**src/rtl/wb_seg7_scanner.sv**
```systemverilog
// wb_seg7_scanner: Wishbone classic slave holding display data and control for a
// multiplexed 7-segment array. One digit is lit per scan slot; each slot begins with
// a short all-anodes-off gap so the previous digit's segments cannot ghost into the
// next one. Register map (word select = wb_adr_i[3:2]):
//   0x0 DATA   : digit i = DATA[4i+3:4i]
//   0x4 CTRL   : [0] EN, [15:8] DP mask, [23:16] BLANK mask
//   0x8 STATUS : [2:0] current digit index (read only)
//   0xC        : unmapped, reads 0
module wb_seg7_scanner #(
  parameter int DIGITS     = 4,
  parameter int SCAN_DIV   = 50000,
  parameter int GHOST_GAP  = 16,
  parameter int ACTIVE_LOW = 1
) (
  input  logic              clk,
  input  logic              rst_n,
  input  logic              wb_cyc_i,
  input  logic              wb_stb_i,
  input  logic              wb_we_i,
  input  logic [3:0]        wb_adr_i,
  input  logic [31:0]       wb_dat_i,
  input  logic [3:0]        wb_sel_i,
  output logic [31:0]       wb_dat_o,
  output logic              wb_ack_o,
  output logic [6:0]        seg_o,
  output logic              dp_o,
  output logic [DIGITS-1:0] an_o
);

  localparam int               CNT_W     = (SCAN_DIV > 2) ? $clog2(SCAN_DIV) : 1;
  localparam logic [CNT_W-1:0] CNT_LAST  = CNT_W'(SCAN_DIV - 1);
  localparam logic [CNT_W-1:0] CNT_GAP   = CNT_W'(GHOST_GAP);
  localparam logic [2:0]       IDX_LAST  = 3'(DIGITS - 1);
  localparam logic [31:0]      DATA_MASK = 32'((33'd1 << (4 * DIGITS)) - 33'd1);
  localparam logic [7:0]       DIG_MASK  = 8'((9'd1 << DIGITS) - 9'd1);
  localparam logic             OFF_LVL   = (ACTIVE_LOW != 0);

  localparam logic [1:0] W_DATA   = 2'd0;
  localparam logic [1:0] W_CTRL   = 2'd1;
  localparam logic [1:0] W_STATUS = 2'd2;

  // Hex digit to segment pattern, bit order gfedcba, 1 = segment lit.
  function automatic logic [6:0] hex7(input logic [3:0] v);
    logic [6:0] s;
    case (v)
      4'h0:    s = 7'h3F;
      4'h1:    s = 7'h06;
      4'h2:    s = 7'h5B;
      4'h3:    s = 7'h4F;
      4'h4:    s = 7'h66;
      4'h5:    s = 7'h6D;
      4'h6:    s = 7'h7D;
      4'h7:    s = 7'h07;
      4'h8:    s = 7'h7F;
      4'h9:    s = 7'h6F;
      4'hA:    s = 7'h77;
      4'hB:    s = 7'h7C;
      4'hC:    s = 7'h39;
      4'hD:    s = 7'h5E;
      4'hE:    s = 7'h79;
      default: s = 7'h71;
    endcase
    return s;
  endfunction

  // Byte-lane merge of a bus write into an existing 32-bit register image.
  function automatic logic [31:0] merge_bytes(input logic [31:0] cur,
                                              input logic [31:0] wr,
                                              input logic [3:0]  sel);
    logic [31:0] m;
    m = cur;
    for (int b = 0; b < 4; b++) begin
      if (sel[b]) m[8*b +: 8] = wr[8*b +: 8];
    end
    return m;
  endfunction

  // Register file; bits beyond the configured digit count stay zero.
  logic [31:0]      data_r;
  logic             en_r;
  logic [7:0]       dp_r;
  logic [7:0]       blank_r;

  // Scan position.
  logic [CNT_W-1:0] cnt;
  logic [2:0]       idx;

  // Bus decode.
  logic             req;
  logic [1:0]       word;
  logic [31:0]      rdata;
  logic             unused_adr;

  assign req        = wb_cyc_i & wb_stb_i & ~wb_ack_o;
  assign word       = wb_adr_i[3:2];
  assign unused_adr = ^wb_adr_i[1:0];

  // Read mux over the register map; unmapped words and absent bits read zero.
  always_comb begin
    rdata = 32'h0;
    case (word)
      W_DATA:   rdata = data_r;
      W_CTRL:   rdata = {8'h00, blank_r, dp_r, 7'h00, en_r};
      W_STATUS: rdata = {29'h0, idx};
      default:  rdata = 32'h0;
    endcase
  end

  // Single-cycle ack; the ack itself blocks acceptance so acks never run back to back.
  always_ff @(posedge clk or negedge rst_n) begin
    if (!rst_n) begin
      wb_ack_o <= 1'b0;
      wb_dat_o <= 32'h0;
    end else begin
      wb_ack_o <= req;
      wb_dat_o <= (req && !wb_we_i) ? rdata : 32'h0;
    end
  end

  // Byte-wise register writes, landing together with the ack.
  always_ff @(posedge clk or negedge rst_n) begin
    if (!rst_n) begin
      data_r  <= 32'h0;
      en_r    <= 1'b0;
      dp_r    <= 8'h00;
      blank_r <= 8'h00;
    end else if (req && wb_we_i) begin
      case (word)
        W_DATA: data_r <= merge_bytes(data_r, wb_dat_i, wb_sel_i) & DATA_MASK;
        W_CTRL: begin
          if (wb_sel_i[0]) en_r    <= wb_dat_i[0];
          if (wb_sel_i[1]) dp_r    <= wb_dat_i[15:8] & DIG_MASK;
          if (wb_sel_i[2]) blank_r <= wb_dat_i[23:16] & DIG_MASK;
        end
        default: ;
      endcase
    end
  end

  // Free-running slot counter and digit index, independent of EN.
  always_ff @(posedge clk or negedge rst_n) begin
    if (!rst_n) begin
      cnt <= '0;
      idx <= 3'd0;
    end else if (cnt == CNT_LAST) begin
      cnt <= '0;
      idx <= (idx == IDX_LAST) ? 3'd0 : idx + 3'd1;
    end else begin
      cnt <= cnt + CNT_W'(1);
    end
  end

  // ---- p0: decode current scan position into active-high drive levels ----
  logic       an_on_p0;
  logic [3:0] digit_p0;
  logic [7:0] an_full_p0;
  logic [6:0] seg_p0;
  logic       dp_p0;

  // Anode lit only outside the ghost gap, when enabled and not blanked.
  always_comb begin
    an_on_p0   = en_r & ~blank_r[idx] & (cnt >= CNT_GAP);
    digit_p0   = data_r[{idx, 2'b00} +: 4];
    an_full_p0 = {7'h00, an_on_p0} << idx;
    seg_p0     = an_on_p0 ? hex7(digit_p0) : 7'h00;
    dp_p0      = an_on_p0 & dp_r[idx];
  end

  // ---- p1: registered pad drive with output polarity applied ----
  logic [6:0]        seg_p1;
  logic              dp_p1;
  logic [DIGITS-1:0] an_p1;

  // Output register; reset parks every pad at its off level.
  always_ff @(posedge clk or negedge rst_n) begin
    if (!rst_n) begin
      seg_p1 <= {7{OFF_LVL}};
      dp_p1  <= OFF_LVL;
      an_p1  <= {DIGITS{OFF_LVL}};
    end else begin
      seg_p1 <= seg_p0 ^ {7{OFF_LVL}};
      dp_p1  <= dp_p0 ^ OFF_LVL;
      an_p1  <= an_full_p0[DIGITS-1:0] ^ {DIGITS{OFF_LVL}};
    end
  end

  assign seg_o = seg_p1;
  assign dp_o  = dp_p1;
  assign an_o  = an_p1;

endmodule
```
**config.mk**
```make
export PLATFORM = sky130hd
export DESIGN_NAME = wb_seg7_scanner
export DESIGN_NICKNAME = d
export VERILOG_FILES = /design/src/rtl/wb_seg7_scanner.sv
export SDC_FILE = /design/constraint.sdc
export NUM_CORES = 1
export LEC_CHECK = 0
export BUFFER_PORTS_ARGS = -buffer_cell sky130_fd_sc_hd__buf_2
export CORE_MARGIN = 8
export CORE_UTILIZATION = 47
export DETAILED_ROUTE_END_ITERATION = 7
export HOLD_SLACK_MARGIN = 0.03
export PLACE_DENSITY_LB_ADDON = 0.3
export SLEW_MARGIN = 5
export SYNTH_ARGS = -nofsm -noshare
export SYNTH_HDL_FRONTEND = slang
export SYNTH_SLANG_ARGS = --single-unit
export TNS_END_PERCENT = 5
```
**constraint.sdc**
```tcl
create_clock -name clk -period 6.2 [get_ports clk]
set_input_delay 0 -clock clk [delete_from_list [all_inputs] [get_ports clk]]
set_output_delay 0 -clock clk [all_outputs]
set_load 0.01 [all_outputs]
```
# Word level (Yosys, flattened, before mapping)
# Memory sizes are Yosys's and may differ from the RTL's.
# Index checks and enable logic that the tools add are counted.
# classes
add_sub_neg	2
magnitude_cmp	2
n_eq_ne	4
shifts	2
n_mux	9
bitwise_logic	10
reduce_logical	9
# ops
op	count
one-hot mux 20 bit (3 select lines)	1
2-to-1 mux 32 bit	1
variable part select 32 x 6 -> 4 bit	1
adder 16 x 1 -> 16 bit, second input constant	1
equality test 16 bit, second input constant	1
>= comparator 16 x 5 -> 1 bit, second input constant	1
2-to-1 mux 16 bit	1
AND reduction 3 bit	5
2-to-1 mux 7 bit	1
inverter 7 bit	1
binary-select mux 1 bit (select 3 bit)	2
bitwise AND 1 bit	5
less-than comparator 3 x 4 -> 1 bit, second input constant	1
inverter 4 bit	1
<< shifter 1 x 3 -> 4 bit	1
adder 3 x 1 -> 3 bit, second input constant	1
equality test 3 x 2 -> 1 bit, second input constant	1
2-to-1 mux 3 bit	1
inverter 1 bit	3
equality test 2 x 1 -> 1 bit, second input constant	1
equality test 2 bit, second input constant	1
logical AND 1 bit	2
logical NOT 2 bit	1
2-to-1 mux 1 bit	2
logical NOT 1 bit	1
# totals
register_bits	89
romBits	112
input_bits	45
output_inout_bits	45
word_cells	51
memories	1
# mem_list
memory	words	word_bits	read_ports	rd_clocked_by_memory_dff	write_ports	line_no	rtl
(name not given)	16	7	1	0	0	45	case (v)

# Longest topological paths before layout
# Gate-level depths: netlist of the first run.
# logic_depth
ltp_word	7
depth_mapped	8
mapped_depth_nobuf	7

# Least setup slack after synthesis of the first run
# OpenSTA, ideal clock, no wires.
# synth_timing
path_type	register -> register
from	register idx[0]
to	register seg_p1[4] (netlist: seg_o[4])
arrival_ps	1981
slack_ps	4120
path_stages_with_launch	7
path_buffers	1
synth_period_minus_slack_ps	2080
path_cell_list	dfrtp_1 buf_6 mux4_1 and2_1 ha_1 or4b_1 o311ai_1
# synth_via
elab_chain_len	7
word_cells_on_any_way	9
# synth_lines
item	line_no	rtl
start, declared	86	logic [2:0] idx;
start signal, assigned	147	idx <= (idx == IDX_LAST) ? 3'd0 : idx + 3'd1;
branches (longest 5 deep; another with memory read (16 x 7 bit))	-	
2-to-1 mux 7 bit *	165	seg_p0 = an_on_p0 ? hex7(digit_p0) : 7'h00;
inverter 7 bit (no source line) *	-	
end signal, assigned	177	seg_p1 <= {7{OFF_LVL}};
end signal, assigned	181	seg_p1 <= seg_p0 ^ {7{OFF_LVL}};
end, declared	170	logic [6:0] seg_p1;
# Every way passes the cells marked *. The select of a mux whose other input is x is not followed.
# A chain may end at the register's enable or synchronous reset.

# Worst setup path in the final report of the first run
# Same ends and word-level chain as after synthesis.

==> results by stage, run 1 <==
STA:
- For the final routed database, the setup TNS stands at 0 ps.
- On the final layout, the worst hold slack is 60.0 ps.
- The shortest period the worst path allows is 2710 ps.
- The share of the clock period used by the worst path is 43.8%.
- The number of pins with negative max-slew slack in the final report is 0.
- Setup repair after global routing left no endpoint under its margin.
- At the pin with the least slew margin, the transition time is 945 ps.
- For this run, the top clock speed supported by timing is 369 MHz.
- The remaining max-slew budget at the tightest pin is 37.0%.
- The clock skew is 7.34 ps.
- Setup violations remaining at the end of the flow were counted as 0.
- The final count of hold timing violations is 0.

Critical path:
- The critical path capture point type is a register.
- The endpoint identified for the worst register-to-register timing path is seg_o[4].
- The maximum fanout count along the critical path is 17.
- The worst reg-to-reg setup slack is 3490 ps.
- The endpoint arrival time on the critical path is 2940 ps.
- Walking the worst path, the cells encountered are mux4_1 -> and2_1 -> ha_1 -> or4b_1 -> o311ai_1.
- For the worst flop-to-flop path, the logic depth is 5.
- The largest single stage delay on the critical path is 850 ps.
- The nature of the critical path startpoint is a register.
- The critical path launch point is idx[0].
- The setup path with the least slack is of type reg2reg.
- STA puts the critical path data required time at 6430 ps.
- The slowest cell on the critical path is dfrtp_1.
- The beginning of the worst register-to-register path is idx[0].

Cells and area:
- The library cell used most frequently in the layout, excluding fill and tap cells, is dfrtp_1.
- The post-layout instance area is 4370 µm².
- The number of filler instances in the final layout is 610.
- In the layout the commonest cells are dfrtp_1, buf_2, mux2_2, dlygate4sd3_1.
- In the final layout, the share of cells above drive strength 1 is 32.2%.
- The area growth from synthesis to layout is 22.4%.
- Leaving out filler cells and counting taps, the final layout contains 490.
- The number of nets at the end of the flow is 440.
- The total inserted antenna cells is 0.

Yosys:
- The synthesized netlist occupies a cell area of 3570 µm².
- The synthesis-stage register bit count is 77.
- The synthesized netlist contains 47 unique library cells.
- The number of instances in the synthesized netlist is 297.
- The count of warnings emitted by yosys is 0.
- The number of enable flip-flop cells after synthesis is 0.
- Sequential cells were found to cover 54.4% of the synthesized design area.
- Of all flip-flops after synthesis, the portion carrying an async set or reset was 100%.
- The average size of a mapped cell is 12.0 µm².
- The top flip-flop cell by instance count after synthesis is dfrtp_1.

CTS:
- The number of buffers added by the clock tree synthesis step is 9.
- The post-CTS repair timing setup buffer count is 0.
- The buffer type at the clock tree root is clkbuf_8.
- TritonCTS built the clock tree.
- Clock-pin slew was measured on the worst setup and hold paths at 80 ps.
- The later pin in the worst-skew pair is clocked with a latency of 340 ps.
- The level count of the clock H-tree is 3.
- The number of gates resized after CTS was 0.
- The tree built by TritonCTS fans out to 77 sinks.
- The clock tree buffer depth is 2.

GRT:
- The number of antenna violations at the first check in global routing is 0.
- The total routing usage reported by global routing is 15.6%.
- Entering global routing, the biggest net connects 78 pins.
- The number of global-route vias before repair is 2526.
- The met2 usage in global routing is 24.6%.
- After global routing, the most crowded layer is met2.
- The met1 routing resource usage after global routing is 19.5%.
- The first global-routing pass estimated 12.6 mm of wire.
- The aggregate global routing overflow is 0.
- Global routing used 5.96% of the available met3 tracks.

Placed design:
- The placed instances occupy a cell area of 3920 µm².
- Counting tap cells, the placed design contains a total of 450 instances.
- The HPWL after detailed placement is 5.27 mm.
- Routability-driven placement finished with a final weighted congestion of 0.809.
- In this run the tool buffered the top-level ports with 62 buffer cells.

Min path:
- The cell depth of the worst min-delay path is 3.
- The tightest min-delay check is of the in2reg type.
- For hold timing, the worst endpoint is wb_dat_o[2].
- The worst hold path begins at wb_adr_i[3].

Routing:
- The first routing iteration left 117 violations.
- After detailed routing, the total wire length is 7.69 mm.
- The final route contains 2458 vias.
- Dividing the detail-routed via count by the number of cells gives 5.02.
- In the routed design, unresolved DRC markers number 0.
- The residual antenna-violating net count after detailed routing is 0.
- Dividing the detail-routed wire length by the instance count gives 15.7 µm.
- The pre-antenna-repair detailed-routing pass consisted of 5 iterations.

Floorplanning:
- The width of the die is 103 µm.
- The floorplan core area is 7290 µm².
- Row generation in the floorplan step produced 31 rows.
- The die covers 10600 µm².
- The die is 103 µm tall.
- The top-level I/O count is 90.
- Once the floorplan was initialized, standard cells occupied 49.0% of the core.

Run:
- The count of maximum capacitance violations is 0.

Power:
- The leakage power of the design is 2.10 nW.
- In this run the power density over the cells is 261 nW/µm².
- The worst-case vdd ir drop is 0.213 mV.

Outcome:
- The run finished with clean final reports.
## worst max-delay path by stage
stage	to	slack, ps	cells after the start
after detailed placement	seg_o[4]	3550	5
after floorplan	seg_o[4]	4120	6
final	seg_o[4]	3490	5
after global placement	seg_o[4]	3560	5
after CTS	seg_o[4]	3490	5
after global routing	seg_o[5]	3380	7
## power by group
part	total, mW	internal [mW]	switching [mW]	leakage (nW)
Clock	0.387	0.200	0.188	0.0991
Combinational	0.179	0.0890	0.0902	1.01
Sequential	0.576	0.551	0.0249	0.993
Total	1.14	0.839	0.303	2.10
## flip-flops by register name, summed over array words and instances (netlist names)
register,cells
idx,3
dp_r,4
an_o,4
blank_r,4
seg_o,7
wb_ack_o,1
en_r,1
cnt,16
wb_dat_o,20
dp_o,1
data_r,16
## metrics by stage
| stage | util (%) | total power, mW | setup slack [ps] |
|---|---|---|---|
| 6_report | 60.0 | 1.14 | 3490 |
| 5_1_grt | 60.0 | 1.20 | 3380 |
| 4_1_cts | 60.0 | 1.15 | 3490 |
| 3_5_place_dp | 53.8 | 0.752 | 3550 |
| 3_3_place_gp | 53.8 | 0.747 | 3560 |
| 2_1_floorplan | - | 0.696 | 4120 |
## critical path, delay by kind of cell (launching register included)
| kind | cells | cell delay [ps] |
|---|---|---|
| flip-flops | 1 | 850 |
| AND/OR/NAND/NOR | 2 | 770 |
| multiplexers | 1 | 660 |
| adder cells (fa/ha/maj) | 1 | 200 |
| AO/OA/AOI/OAI | 1 | 120 |
## synth_stat cells, drive strengths merged, types with 5 or more instances
cell	instances	area (µm²)
nand2	20	75.1
dfrtp	65	1630
nor3	6	30.0
o21ai	5	25.0
ha	9	113
inv	11	41.3
xnor2	8	70.1
mux2	30	349
nand3	11	55.1
and2	12	75.1
xor2	5	43.8
nor2	21	81.3
mux2i	14	140
and3	5	31.3
buf	19	130
dfstp	12	315
## layout make-up
class / instances / area [µm²] / area share [%]
Clock inverter: 6 / 71.3 / 1.63
Clock buffer: 10 / 138 / 3.15
Inverter: 11 / 41.3 / 0.944
Timing Repair Buffer: 87 / 561 / 12.8
Tap cell: 99 / 124 / 2.83
Multi-Input combinational cell: 200 / 1500 / 34.2
Sequential cell: 77 / 1940 / 44.4
## per-layer routing
layer | up-vias | routed length (µm) | share of wire (%)
met5 | - | 0 | 0
met3 | 4 | 498 | 6.5
met4 | 0 | 45 | 0.59
li1 | 1189 | - | -
met1 | 1199 | 3450 | 45
met2 | 66 | 3700 | 48
## kinds of logic (layout without fill, tap and decap cells)
logic type | count (synthesis) | count (layout) | synth area share (%)
AND/OR/NAND/NOR | 96 | 96 | 13.9
flip-flops | 77 | 77 | 54.4
multiplexers | 47 | 47 | 15.8
buffers and inverters | 31 | 114 | 4.90
AO/OA/AOI/OAI | 23 | 23 | 4.55
XOR/XNOR | 13 | 13 | 3.19
adder cells (fa/ha/maj) | 9 | 9 | 3.15
other | 1 | 12 | 0.105
## timing repair
item | in CTS | in global routing
hold endpoints to repair | 91 | 0
hold buffers | 24 | 0
endpoints found under the setup margin | 0 | 0
No activity file was read; power rests on OpenSTA's default activity.
==> run 2, diff against run 1 <==
--- a/config.mk
+++ b/config.mk
@@ -5,6 +5,7 @@
 export SDC_FILE = /design/constraint.sdc
 export NUM_CORES = 1
 export LEC_CHECK = 0
+export ABC_AREA = 1
 export BUFFER_PORTS_ARGS = -buffer_cell sky130_fd_sc_hd__buf_2
 export CORE_MARGIN = 8
 export CORE_UTILIZATION = 47
==> constraint.sdc (replaced) <==
create_clock -name clk -period 2.8 [get_ports clk]
set_input_delay 0 -clock clk [delete_from_list [all_inputs] [get_ports clk]]
set_output_delay 0 -clock clk [all_outputs]
set_load 0.01 [all_outputs]
==> results by stage, run 2 <==
Power:
- For this design the ratio of total power to cell area is 563 nW/µm².
- The leakage power of the design is 2.47 nW.
- Across the VDD grid, the largest voltage drop is 0.288 mV.

Yosys:
- The top flip-flop cell by instance count after synthesis is dfrtp_1.
- Ranked by total cell area, the synthesized netlist is headed by dfrtp_1, nand2_1, dfstp_2, inv_1, nand3_1.
- The largest total area in the synthesized netlist belongs to dfrtp_1.
- After synthesis, flip-flops and latches occupy 48.3% of the total area.
- Synthesis produced a netlist whose cell count is 468.
- The cell area that synthesis handed to floorplanning was 4020 µm².
- The synthesis-stage register bit count is 77.
- In this run, distinct cell masters in the synthesized netlist total 34.
- In this run the mean area of a mapped cell was 8.60 µm².
- The commonest cells after synthesis are nand2_1, dfrtp_1, inv_1.
- In the synthesized netlist the async set-or-reset flop fraction comes to 100%.
- The cell with the most instances after synthesis is nand2_1.
- The count of warnings emitted by yosys is 0.
- The number of enable flip-flop cells after synthesis is 0.
- Of the post-synthesis cell area, the dominant cell type holds 40.4%.

Min path:
- The hold-critical path endpoint is en_r.
- The path class of the tightest hold or removal check is in2reg.
- The worst min-delay path startpoint is wb_sel_i[0].
- The cell depth of the worst min-delay path is 5.

Critical path:
- The worst setup path is of the reg2reg kind.
- The number of buffers and inverters on the critical path is 2.
- The number of cell instances on the worst register-to-register path is 10.
- STA puts the critical path data required time at 3080 ps.
- Grouping stages by cell kind, the critical path spends the most delay in simple AND/OR/NAND/NOR gates.
- The critical path capture point type is a register.
- The endpoint arrival time on the critical path is 2400 ps.
- The maximum fanout count along the critical path is 17.
- The cell seen most often among critical-path stages is nand3_1.
- The worst register-to-register path begins at idx[0].
- Traced cell by cell, the critical path runs through inv_6 -> nand2_1 -> nand3_1 -> nand2_1 -> nor2_1 -> inv_1 -> ha_1 -> nand4_1 -> nand3_1 -> nand3_1.
- STA classifies the critical path startpoint as a register.
- Among all stages on the critical path, the largest delay is contributed by dfrtp_1.
- In this run the critical register-to-register path is captured at seg_o[3].
- The largest single stage delay on the critical path is 620 ps.
- Across all register-to-register paths, the minimum setup slack is 680 ps.
- The critical path runs through a total of 10 cells.

GRT:
- The global-route wire length before repair is 15.2 mm.
- The number of antenna violations at the first check in global routing is 0.
- The total routing usage reported by global routing is 16.2%.
- Entering global routing, the biggest net connects 78 pins.
- The aggregate global routing overflow is 0.
- The number of global-route vias before repair was 3291.

STA:
- The number of pins with negative max-slew slack in the final report was 0.
- In this run the tightest slew margin relative to its limit is 37.0%.
- On the final layout, the worst hold slack is 40.3 ps.
- The achievable clock frequency is 471 MHz.
- The clock skew is 4.57 ps.
- The final setup violation count is 0.
- The shortest period the worst path allows is 2120 ps.
- Setup repair after global routing left no endpoint under its margin.
- The sum of negative setup slack is 0 ps.
- The share of the clock period used by the worst path is 75.8%.
- The final count of hold timing violations is 0.
- The actual transition at the worst max-transition pin is 945 ps.

Routing:
- Dividing the detail-routed wire length by the instance count gives 13.3 µm.
- The vias per cell is 4.85.
- The via count is 3230.
- The residual antenna-violating net count after detailed routing is 0.
- The first TritonRoute pass finished after 4 iterations.
- After the first detailed-routing iteration, the DRC count stood at 178.
- The post-detailed-route DRC marker count is 0.
- The wire length after detailed routing is 8.84 mm.

Cells and area:
- The number of standard cells in the layout, taps in and fillers out is 666.
- The register area is 1940 µm².
- The multi-input logic area is 1670 µm².
- The number of filler instances in the final layout is 753.
- Relative to the synthesized area, the layout overhead comes to 19.3%.
- The commonest non-fill, non-tap cell in the layout is nand2_1.
- In the layout the commonest cells are nand2_1, dfrtp_1, inv_1, buf_2, nor2_1.
- Of the cells placed in the final design, the portion with a size suffix greater than 1 is 25.8%.
- The largest registers in the layout are wb_dat_o (20), cnt (16), data_r (16).
- The number of nets at the end of the flow is 610.
- wb_dat_o holds more flip-flops than any other register.
- The total inserted antenna cells is 0.
- The register with the most flip-flops in the layout has 20 of them.

Placed design:
- The global placer's final weighted congestion is 0.854.
- The HPWL after detailed placement is 6.42 mm.
- During placement, the flow inserted port buffers numbering 62.
- The cell total after placement is 625.

CTS:
- The number of buffers added by the clock tree synthesis step is 9.
- The clock slew at the register clock pins of the worst setup and hold paths is 80 ps.
- The later pin in the worst-skew pair is clocked with a latency of 350 ps.
- TritonCTS built the clock tree.
- In this run the number of H-tree levels came out at 3.
- For this design, the CTS-stage hold fixing added 25 buffers.
- The buffer type at the clock tree root is clkbuf_8.
- The number of sinks handled by clock tree synthesis is 77.
- The number of gates resized after CTS was 0.
- The post-CTS repair timing setup buffer count is 0.
- The clock tree buffer depth is 2.

Floorplanning:
- 90 I/O pins were placed.
- The number of core rows is 33.
- The initial utilization of the core area, before any placement, comes to 48.7%.
- The die is 109 µm tall.
- The floorplan core area is 8260 µm².
- The die is 109 µm wide.
- The die covers 11800 µm².

Run:
- Across the run, the number of max-cap violations was 0.

Outcome:
- The run finished with clean final reports.
## run 2: cell count changes in the layout (fill, tap and decap cells not counted), sizes merged, moves of 25 or more
cell,previous run,this run
nand2,20,119
inv,12,71
nor2,21,54
mux2,30,0
nand3,11,40
o21ai,5,30
## run 2: layout make-up
type | count | area share (%)
well taps | 105 | 2.74
repair buffers | 87 | 11.7
clock buffers | 10 | 2.66
multi-input cells | 309 | 34.7
flip-flops and latches | 77 | 40.5
inverters | 72 | 5.87
clock inverters | 6 | 1.83
## run 2: worst max-delay path by stage
| stage | start | endpoint |
|---|---|---|
| floorplan | idx[0] | seg_o[3] |
| detailed placement | idx[0] | seg_o[3] |
| global route | idx[0] | seg_o[3] |
| global placement | idx[0] | seg_o[3] |
| CTS | idx[0] | seg_o[3] |
| finish | idx[0] | seg_o[3] |
## run 2: cells by family (layout without fill, tap and decap cells)
family | count (synthesis) | count (layout) | synth area share (%)
xor gates and xnor gates | 8 | 8 | 1.74
adders and majority gates | 9 | 9 | 2.80
AOI/OAI and AO/OA | 45 | 45 | 7.34
and+or+nand+nor | 235 | 235 | 28.4
other | 1 | 12 | 0.0932
DFF | 77 | 77 | 48.3
buffers and inverters | 93 | 175 | 11.4
## run 2: per-layer routing
layer | GRT usage (%) | part of all wire [%]
met1 | 20.3 | 46
met4 | 5.38 | 1.3
met3 | 4.70 | 4.9
met2 | 26.3 | 48
met5 | 0 | 0
## run 2: worst register-to-register path, stage by stage (launching register included)
cell and delay [ps]:
dfrtp_1 620, inv_6 240, nand2_1 100, nand3_1 80, nand2_1 70, nor2_1 180
inv_1 140, ha_1 340, nand4_1 110, nand3_1 110, nand3_1 80
## run 2: metrics by stage
stage | util (%) | total power, mW | worst slack (ps) | instance area [µm²]
detailed placement | 52.5 | 1.77 | 706 | 4330
global route | 58.1 | 2.86 | 449 | 4800
CTS | 58.1 | 2.72 | 700 | 4800
finish | 58.1 | 2.70 | 677 | 4800
global placement | 52.5 | 1.76 | 763 | 4330
floorplan | - | 1.62 | 1070 | 4060
## run 2: power by group
| group | leakage (nW) | switching (mW) | internal, mW |
|---|---|---|---|
| registers | 0.960 | 0.0519 | 1.24 |
| logic | 1.41 | 0.303 | 0.182 |
| clock network | 0.0985 | 0.422 | 0.500 |
==> run 3, diff against run 2 <==
==> constraint.sdc (replaced) <==
create_clock -name clk -period 2.15 [get_ports clk]
set_input_delay 0 -clock clk [delete_from_list [all_inputs] [get_ports clk]]
set_output_delay 0 -clock clk [all_outputs]
set_load 0.01 [all_outputs]
==> results by stage, run 3 (synthesized netlist as in run 2, its figures left out) <==
Critical path:
- The endpoint arrival time on the critical path is 2250 ps.
- The nature of the critical path startpoint is a primary input.
- In this run the critical register-to-register path is launched from idx[0].
- The critical path capture point type is a register.
- The data required time at the worst endpoint is 2420 ps.
- The class of the most critical setup path is in2reg.
- The maximum fanout count along the critical path is 4.
- The critical path starts at wb_stb_i.

GRT:
- The first global-routing pass estimated 15.4 mm of wire.
- Entering global routing, the biggest net connects 49 pins.
- The number of antenna violations at the first check in global routing is 0.
- After global routing the overflow that remains totals 0.
- The number of global-route vias before repair is 3282.
- In the global route stage, overall resource usage came out at 16.3%.

Routing:
- The length of the first detailed-routing pass in iterations is 4.
- The count of nets left with antenna violations once routing finished came out at 0.
- After detailed routing, the number of remaining DRC violations is 0.
- The mean routed wirelength per cell is 13.4 µm.
- After detailed routing, the total wire length is 8.96 mm.
- Dividing the detail-routed via count by the number of cells gives 4.84.
- The DRC marker count from the first detailed-route iteration is 134.
- The routed layout has 3237 vias.

Cells and area:
- Cells with a size suffix above 1 make up 26.6% of the layout.
- Leaving out fill and tap cells, the most frequent cell in the layout is nand2_1.
- The total inserted antenna cells is 0.
- Cells fill 59.0% of the core in the end.
- The library cells used most frequently in the layout, excluding fill and tap cells, are nand2_1, dfrtp_1, inv_1, buf_2, nor2_1.
- The largest registers in the layout are wb_dat_o (20), cnt (16), data_r (16).
- Counting flops per register, the top entry is wb_dat_o.
- The register with the most flip-flops in the layout has 20 of them.
- The number of filler instances in the final layout is 723.
- From synthesis to final layout, the design area changed by 21.1%.
- The number of nets at the end of the flow is 613.

STA:
- The final count of hold timing violations is 0.
- In the finished design, the share of the clock period the worst path needs comes to 91.8%.
- After routing, the total negative slack on setup checks comes to 0 ps.
- Headroom to the max-slew limit came out at 60.1%.
- The achievable clock frequency is 507 MHz.
- Between clock sinks in the finished design, the worst skew comes to 12.7 ps.
- The smallest clock period supported by the final layout is computed as 1970 ps.
- The number of pins with negative max-slew slack in the final report was 0.
- Setup repair after global routing left no endpoint under its margin.
- The actual transition at the worst max-transition pin is 599 ps.
- The final setup violation count is 0.

Floorplanning:
- The initial core utilization is 48.7%.
- The die covers 11800 µm².
- For this design the top-level I/O count stands at 90.
- The height of the chip is 109 µm.
- After floorplanning, the core was sized to cover 8260 µm².
- From left edge to right edge, the die measures 109 µm.
- The number of core rows is 33.

CTS:
- In this run, CTS created clock tree buffers numbering 9.
- The H-tree was split into 3 levels.
- After clock tree synthesis, the setup repair step added 0 buffers.
- The clock latency at the later pin of the worst-skew pair is 350 ps.
- The buffer type at the clock tree root is clkbuf_8.
- TritonCTS built the clock tree.
- The clock slew at the register clock pins of the worst setup and hold paths is 90 ps.
- The clock tree buffer depth is 2.
- The number of sinks handled by clock tree synthesis is 77.

Placed design:
- The global placer's final weighted congestion is 0.859.
- The HPWL after detailed placement is 6.42 mm.
- The number of input and output port buffers inserted is 62.

Power:
- In this run the static leakage power is 2.50 nW.
- After layout, the design draws a total of 3.66 mW.
- The power per cell area is 751 nW/µm².
- IR analysis of the VDD net gives a maximum drop of 0.450 mV.

Outcome:
- The flow ran to the end, and the final reports show no timing, DRC or antenna violations.

Run:
- Max-cap violations in this run came to 0.

Min path:
- The worst min-delay path startpoint is wb_adr_i[3].
- The worst min-delay path class is in2reg.
-- run 3: per-stage QoR --
stage          setup WS [ps]  hold WS (ps)  instance area, µm²  std cells
2_1_floorplan            417          -296                4060        479
3_3_place_gp             279          47.6                4360        627
3_5_place_dp             233          57.3                4360        627
4_1_cts                  181          43.9                4870        669
5_1_grt                 34.0          68.5                4870        669
6_report                 177          56.6                4870        669
-- run 3: repair_timing --
item                       4_1_cts  5_1_grt
gates resized for setup          0        2
hold endpoints to repair        74        0
hold buffers                    26        0
setup endpoints to repair        0        3
-- run 3: area by class of cell --
cell class / instances / area, µm² / area share (%)
Inverter: 72 / 282 / 5.78
Tap cell: 105 / 131 / 2.70
Timing Repair Buffer: 90 / 601 / 12.3
Clock inverter: 7 / 124 / 2.54
Sequential cell: 77 / 1940 / 39.9
Multi-Input combinational cell: 309 / 1670 / 34.2
Clock buffer: 9 / 124 / 2.54
-- run 3: power by group --
part           switching [mW]  internal [mW]  total (mW)  leakage (nW)
registers              0.0684           1.62        1.68         0.959
logic                   0.392          0.240       0.631          1.43
clock network           0.567          0.777        1.34         0.120
-- run 3: path summary, 6_finish.rpt --
path / endpoint / slack [ps] / depth (start not counted)
worst max-delay path: en_r / 180 / 10
worst min-delay path: wb_dat_o[6] / 60 / 4
worst max register to register: seg_o[3] / 280 / 10
worst min register to register: wb_ack_o / 500 / 1
max in group asynchronous: idx[0] / 1370 / 3
min in group asynchronous: cnt[13] / 200 / 2
-- run 3: worst max-delay path, stage by stage --
cell           delay [ps]
dlygate4sd3_1         520
buf_2                  90
nand2_1                40
dlygate4sd3_1         580
nor2_4                140
nand2_4                90
nor2_2                 90
nand2_1                50
dlygate4sd3_1         550
o21ai_0                80
-- run 3: layer usage --
layer	GRT usage (%)	share of wire, %	vias to the layer above
met3	3.57	5.6	20
li1	-	-	1626
met2	26.1	48	101
met1	20.6	44	1490
met4	7.62	2.0	0
met5	0	0	-
